[config.mk]
export PLATFORM = sky130hd
export DESIGN_NAME = mem_stage
export DESIGN_NICKNAME = d
export VERILOG_FILES = /design/src/rtl/mem_pkg.sv /design/src/rtl/mem_lane_align.sv /design/src/rtl/mem_stage.sv
export SDC_FILE = /design/constraint.sdc
export NUM_CORES = 1
export LEC_CHECK = 0
export CORE_MARGIN = 2
export CORE_UTILIZATION = 47
export DETAILED_ROUTE_END_ITERATION = 8
export PLACE_DENSITY = 0.87
export SLEW_MARGIN = 10
export SYNTH_ARGS = -nofsm -noshare
export SYNTH_HDL_FRONTEND = slang
export SYNTH_SLANG_ARGS = --single-unit
[constraint.sdc]
create_clock -name clk -period 6.95 [get_ports clk]
set_clock_uncertainty 0.05 [all_clocks]
set_input_delay 1.39 -clock clk [delete_from_list [all_inputs] [get_ports clk]]
set_output_delay 1.39 -clock clk [all_outputs]
set_load 0.1 [all_outputs]
[src/rtl/mem_pkg.sv]
// Shared types for the memory stage: FSM states, access sizes and op3 decode.
package mem_pkg;

  typedef enum logic [1:0] {
    IDLE,
    REQ,
    WAIT,
    DONE
  } mem_state_t;

  typedef enum logic [1:0] {
    BYTE,
    HALF,
    WORD
  } mem_size_t;

  localparam logic [1:0] OP_MEM = 2'd3;

  localparam logic [5:0] OP3_LD   = 6'h00;
  localparam logic [5:0] OP3_LDUB = 6'h01;
  localparam logic [5:0] OP3_LDUH = 6'h02;
  localparam logic [5:0] OP3_ST   = 6'h04;
  localparam logic [5:0] OP3_STB  = 6'h05;
  localparam logic [5:0] OP3_STH  = 6'h06;
  localparam logic [5:0] OP3_LDSB = 6'h09;
  localparam logic [5:0] OP3_LDSH = 6'h0A;

  typedef struct packed {
    mem_size_t size;
    logic      sgn;
    logic      we;
    logic      ok;
  } op3_info_t;

  function automatic op3_info_t op3_decode(
    input logic [5:0] op3
  );
    op3_info_t d;
    d = '{WORD, 1'b0, 1'b0, 1'b0};
    case (op3)
      OP3_LD:   d = '{WORD, 1'b0, 1'b0, 1'b1};
      OP3_LDUB: d = '{BYTE, 1'b0, 1'b0, 1'b1};
      OP3_LDUH: d = '{HALF, 1'b0, 1'b0, 1'b1};
      OP3_ST:   d = '{WORD, 1'b0, 1'b1, 1'b1};
      OP3_STB:  d = '{BYTE, 1'b0, 1'b1, 1'b1};
      OP3_STH:  d = '{HALF, 1'b0, 1'b1, 1'b1};
      OP3_LDSB: d = '{BYTE, 1'b1, 1'b0, 1'b1};
      OP3_LDSH: d = '{HALF, 1'b1, 1'b0, 1'b1};
      default:  d = '{WORD, 1'b0, 1'b0, 1'b0};
    endcase
    return d;
  endfunction

endpackage

[src/rtl/mem_lane_align.sv]
// Big-endian lane steering: store replication + byte enables, load extract
// with zero/sign extension. Offset is truncated to natural alignment here.
module mem_lane_align
  import mem_pkg::*;
(
  input  mem_size_t   size,
  input  logic        sgn,
  input  logic [1:0]  off,
  input  logic [31:0] st_data,
  input  logic [31:0] rdata,
  output logic [3:0]  be,
  output logic [31:0] wdata,
  output logic [31:0] ld_data
);

  logic [7:0]  b;
  logic [15:0] h;

  always_comb begin
    unique case (off)
      2'd0:    b = rdata[31:24];
      2'd1:    b = rdata[23:16];
      2'd2:    b = rdata[15:8];
      default: b = rdata[7:0];
    endcase
    h = off[1] ? rdata[15:0] : rdata[31:16];
  end

  always_comb begin
    be      = 4'b0000;
    wdata   = '0;
    ld_data = '0;
    case (size)
      BYTE: begin
        be      = 4'b1000 >> off;
        wdata   = {4{st_data[7:0]}};
        ld_data = {{24{sgn & b[7]}}, b};
      end
      HALF: begin
        be      = 4'b1100 >> {off[1], 1'b0};
        wdata   = {2{st_data[15:0]}};
        ld_data = {{16{sgn & h[15]}}, h};
      end
      WORD: begin
        be      = 4'b1111;
        wdata   = st_data;
        ld_data = rdata;
      end
      default: begin
        be      = 4'b0000;
        wdata   = '0;
        ld_data = '0;
      end
    endcase
  end

endmodule

[src/rtl/mem_stage.sv]
// SPARC V8 memory stage: single-outstanding load/store bus master.
// MEM_STAGE_ALIGN_CHECK_EN traps misaligned half/word accesses.
module mem_stage
  import mem_pkg::*;
#(
  parameter int ADDR_W = 64,
  parameter int DATA_W = 32
) (
  input  logic              clk,
  input  logic              reset,
  input  logic              exe_mem,
  input  logic [1:0]        opcode,
  input  logic [5:0]        op3,
  input  logic [ADDR_W-1:0] result,
  input  logic [DATA_W-1:0] st_data,
  input  logic [4:0]        rd,
  output logic              mem_blocked,
  output logic              bus_req,
  output logic              bus_we,
  output logic [ADDR_W-1:0] bus_addr,
  output logic [3:0]        bus_be,
  output logic [DATA_W-1:0] bus_wdata,
  input  logic              bus_gnt,
  input  logic              bus_rvalid,
  input  logic [DATA_W-1:0] bus_rdata,
  output logic              wb_valid,
  output logic [4:0]        wb_rd,
  output logic [DATA_W-1:0] wb_data,
  output logic              mem_align_err
);

  if (DATA_W != 32) begin : g_bad_dw
    $error("mem_stage: DATA_W must be 32");
  end

  mem_state_t state;
  mem_state_t state_nx;
  op3_info_t  dec;
  mem_size_t  size_q;
  mem_size_t  l_size;
  logic       sgn_q;
  logic       we_q;
  logic [1:0] off_q;
  logic [1:0] l_off;
  logic [4:0] rd_q;
  logic       idle;
  logic       is_mem;
  logic       acc_mem;
  logic       acc_alu;
  logic       misal;
  logic       bad;
  logic [3:0]  l_be;
  logic [31:0] l_wdata;
  logic [31:0] l_ld;

  assign dec     = op3_decode(op3);
  assign idle    = (state == IDLE);
  assign is_mem  = exe_mem & (opcode == OP_MEM);
  assign acc_mem = idle & is_mem;
  assign acc_alu = idle & exe_mem & (opcode != OP_MEM);

`ifdef MEM_STAGE_ALIGN_CHECK_EN
  assign misal = ((dec.size == HALF) & result[0])
               | ((dec.size == WORD) & (|result[1:0]));
`else
  assign misal = 1'b0;
`endif

  assign bad = ~dec.ok | misal;

  // Lanes see the incoming op at accept, the latched op while loading.
  assign l_size = idle ? dec.size : size_q;
  assign l_off  = idle ? result[1:0] : off_q;

  mem_lane_align u_lane (
    .size    (l_size),
    .sgn     (sgn_q),
    .off     (l_off),
    .st_data (st_data),
    .rdata   (bus_rdata),
    .be      (l_be),
    .wdata   (l_wdata),
    .ld_data (l_ld)
  );

  always_ff @(posedge clk) begin
    if (reset) state <= IDLE;
    else       state <= state_nx;
  end

  always_comb begin
    state_nx = state;
    unique case (state)
      IDLE:    if (acc_mem) state_nx = bad ? DONE : REQ;
      REQ:     if (bus_gnt) state_nx = WAIT;
      WAIT:    if (bus_rvalid) state_nx = DONE;
      DONE:    state_nx = IDLE;
      default: state_nx = IDLE;
    endcase
  end

  // DONE drops the stall so the ALU advances exactly once.
  always_comb begin
    mem_blocked = acc_mem | (state == REQ) | (state == WAIT);
    bus_req     = (state == REQ);
  end

  always_ff @(posedge clk) begin
    if (reset) begin
      wb_valid  <= 1'b0;
      wb_rd     <= '0;
      wb_data   <= '0;
      bus_addr  <= '0;
      bus_we    <= 1'b0;
      bus_be    <= '0;
      bus_wdata <= '0;
      size_q    <= BYTE;
      sgn_q     <= 1'b0;
      we_q      <= 1'b0;
      off_q     <= '0;
      rd_q      <= '0;
    end else begin
      wb_valid <= acc_alu | (state_nx == DONE);
      if (acc_alu) begin
        wb_rd   <= rd;
        wb_data <= result[DATA_W-1:0];
      end
      if (acc_mem) begin
        if (bad) begin
          wb_rd   <= '0;
          wb_data <= '0;
        end else begin
          bus_addr  <= {result[ADDR_W-1:2], 2'b00};
          bus_we    <= dec.we;
          bus_be    <= l_be;
          bus_wdata <= l_wdata;
          size_q    <= dec.size;
          sgn_q     <= dec.sgn;
          we_q      <= dec.we;
          off_q     <= result[1:0];
          rd_q      <= rd;
        end
      end
      if ((state == WAIT) && bus_rvalid) begin
        wb_rd   <= we_q ? 5'd0 : rd_q;
        wb_data <= we_q ? '0 : l_ld;
      end
    end
  end

`ifdef MEM_STAGE_ALIGN_CHECK_EN
  always_ff @(posedge clk) begin
    if (reset) mem_align_err <= 1'b0;
    else       mem_align_err <= acc_mem & dec.ok & misal;
  end
`else
  assign mem_align_err = 1'b0;
`endif

endmodule

==> summary.md <==
| Metric | Value |
|---|---|
| Core box area | `between 10000 and 15000 sq um` |
| Antenna Diode Count | `0` |
| WS Path Type | `in2out` |
| Hold Path Depth | `2` |
| Dominant cell type by area after synthesis | `dfxtp_1` |
| Unrepaired setup endpoints after global routing | `false` |
| Maximum number of pins on one net before global-route repair | `slightly below 80` |
| Hold path startpoint | `bus_addr[6]` |
| Clock tree root buffer cell | `clkbuf_16` |
| Sum of routed wire length over all layers | `23010 um` |
| Chip height | `125.8 um` |
| Most used standard cells in the synthesized netlist | `159 x nand2_1, 149 x dfxtp_1, 76 x a21oi_1, 46 x nor2_1, 38 x a22oi_1` |
| Total via count after detailed routing | `6860` |
| Iter 0 DRT Violations | `478` |
| Length in cells of the worst reg-to-reg path | `5` |
| Clk sink count | `149` |
| Worst IR Drop VDD | `about 170 uV` |
| Layout Cells excl Fill | `1215` |
| Worst reg2reg path endpoint | `wb_data[17]` |
| Type of origin of the critical path | `primary input` |
| Critical Path RT | `5.51 ns` |
| CTS tree | `done` |
| Number of buffers inserted by post-CTS setup repair | `0` |
| Clock-pin transition on the worst setup and hold timing paths | `0.06 ns` |
| Reg2Reg Setup Slack | `3.80 ns` |
| Async set-or-reset flop fraction in the synthesized netlist | `0%` |
| H-tree depth reported by CTS | `4` |
| Combined global-route utilization of all metal layers | `between 20% and 30%` |
| Number of antenna violations at the first check in global routing | `0` |
| PortBufs | `284` |
| Worst setup slack after placement | `~1.8 ns` |
| Count of nets left with antenna violations after detail routing | `0` |
| Total leakage power | `3.643 nW` |
| Final critical-path required period | `5.121 ns` |
| Yosys warning total | `0` |
| Arrival time of data at the critical path endpoint | `around 3.7 ns` |
| Number of flops mapped to enable cells by yosys | `0` |
| Portion of the post-synthesis area used by sequential elements | `around 43%` |
| Final-report setup violation count | `0` |
| Worst slew margin relative to its limit | `18.73%` |
| Cell types occupying the most area after synthesis | `dfxtp_1 43%, nand2_1 8.6%, a21oi_1 5.5%, mux2_2 4.5%, a22oi_1 4.1%` |
| Maximum fanout along the worst path | `5` |
| Final Core Density | `71.66%` |
| Number of max-cap violations | `0` |
| Hold buffer count at cts | `0` |
| Post-route worst setup slack | `between 1.5 and 2 ns` |
| Area added between synthesis and finish | `49.44%` |
| Final HPWL DP | `around 16000 um` |
| Via density per instance | `5.646` |
| Chip Width | `125.8 um` |
| Routed wire per std cell | `18.94 um` |
| DIE AREA | `about 16000 sq um` |
| Initial core utilization | `approximately 48%` |
| Hold Crit Endpoint | `bus_addr[6]` |
| Number of nets in the finished design | `~1200` |
| Critical register-to-register path startpoint | `state[0]` |
| Later-pin clock latency in the skew report | `0.41 ns` |
| Cts repair resizes | `0` |
| Placed cell count | `1186` |
| Wire length of the first global-routing pass | `36050 um` |
| Flip-flop cell with the highest count after synthesis | `dfxtp_1` |
| Filler cell count in the final layout | `1095` |
| Post-synth top area share | `between 40% and 50%` |
| CTS Buffer Depth | `2` |
| Min-Delay Path Class | `reg2reg` |
| Hold Violations, Final | `0` |
| Pin slew with the least headroom to its limit | `1.213 ns` |
| Average size of a mapped cell | `~9 sq um` |
| Sum Neg Setup Slack | `0 ns` |
| Flops & latches, synth | `roughly 150` |
| Endpoint class of the critical path | `output pin` |
| Number of design rule violations left after detail routing | `0` |
| Ratio of cells with drive above 1 in the final layout | `12.42%` |
| Run status | `finished clean` |
| Unique masters post-synth | `76` |
| Share of the cycle needed by the critical path after routing | `73.69%` |
| Highest clock rate | `0.1953 GHz` |
| Global-route congestion overflow total | `0` |
| Vias in the first global route | `6691` |
| IO Count | `288` |
| Synth Instances | `772` |
| Most used standard cell by instance count after synthesis | `nand2_1` |
| Power per cell area | `roughly 230 nW/um^2` |
| Final Wtd Congestion | `0.8756` |
| Clock buffers created by TritonCTS | `17` |
| Number of placement rows | `44` |
| Synthesized cell area | `6969 sq um` |
| Critical path startpoint | `exe_mem` |
| Number of max-slew violations in the final report | `0` |
| Detailed-router iteration count before antenna repair | `4` |
[worst max path at each step]
stage	slack [ns]	cells after the start	endpoint
2_1_floorplan	2.52	3	mem_blocked
3_5_place_dp	1.83	5	mem_blocked
5_1_grt	1.76	5	mem_blocked
4_1_cts	1.83	5	mem_blocked
6_report	1.83	5	mem_blocked
3_3_place_gp	1.85	5	mem_blocked
[power breakdown]
group	leakage, nW	internal, mW	switching (mW)
Sequential	1.21	0.878	0.0175
Clock	0.302	0.614	0.345
Combinational	2.14	0.207	0.361
Total	3.64	1.70	0.723
[routing by layer]
metal	wire, um	share of wire [%]	GRT usage, %
met2	11310	49	48.97
met1	9247	40	34.54
met3	1652	7.2	6.500
met4	799	3.5	11.70
met5	0	0	0
[placed cells by master (no fill, tap or decap), drive strengths merged, types with 5 or more instances in the layout]
master / count
a21oi: 76
a22oi: 45
nor3: 27
a221oi: 25
and2: 5
o211ai: 8
clkdlybuf4s50: 283
mux2: 39
buf: 7
nand2: 161
a211oi: 11
o22a: 7
nor2: 51
o21ai: 22
o21a: 11
nor3b: 5
mux2i: 15
clkbuf: 20
dfxtp: 149
nand2b: 5
[worst max-delay path: stages]
cell and delay, ns:
clkdlybuf4s50_1 0.46, nor3b_4 0.29, and2_1 0.29, or3_1 0.14
clkdlybuf4s50_1 1.12
[cell type report]
class	instances	area [sq um]	share of cell area [%]
clock buffer	20	456.7	4.385
clock inverter	9	152.6	1.466
inverter	2	7.507	0.07208
multi-input combinational	561	3700	35.52
sequential	149	2983	28.64
tap	184	230.2	2.210
timing repair buffer	290	2885	27.70
[cells by family after synthesis]
| kind of cell | Yosys count | share of synthesized area (%) |
|---|---|---|
| flops | 149 | 42.80 |
| mux | 55 | 9.228 |
| simple gates | 275 | 18.12 |
| fa+ha+maj | 2 | 0.3590 |
| other cells | 1 | 0.05381 |
| buf+inv | 64 | 4.722 |
| compound gates | 226 | 24.72 |
[metrics by stage]
step                      hold WS [ns]  instance area, sq um  power (mW)
after global routing            0.4212                 10420       2.500
final                           0.4030                 10420       2.422
after detailed placement        0.3956                  9806       1.477
after CTS                       0.4042                 10420       2.432
after floorplan                 0.3868                  6977       1.291
after global placement          0.3907                  9806       1.473
[registers in the layout, summed over array words and instances (netlist names), 2 cells and up]
signal	count
wb_rd	5
size_q	2
bus_addr	62
state	2
bus_be	4
rd_q	5
wb_data	32
bus_wdata	32
off_q	2
Power figures use the tool's default switching activity.
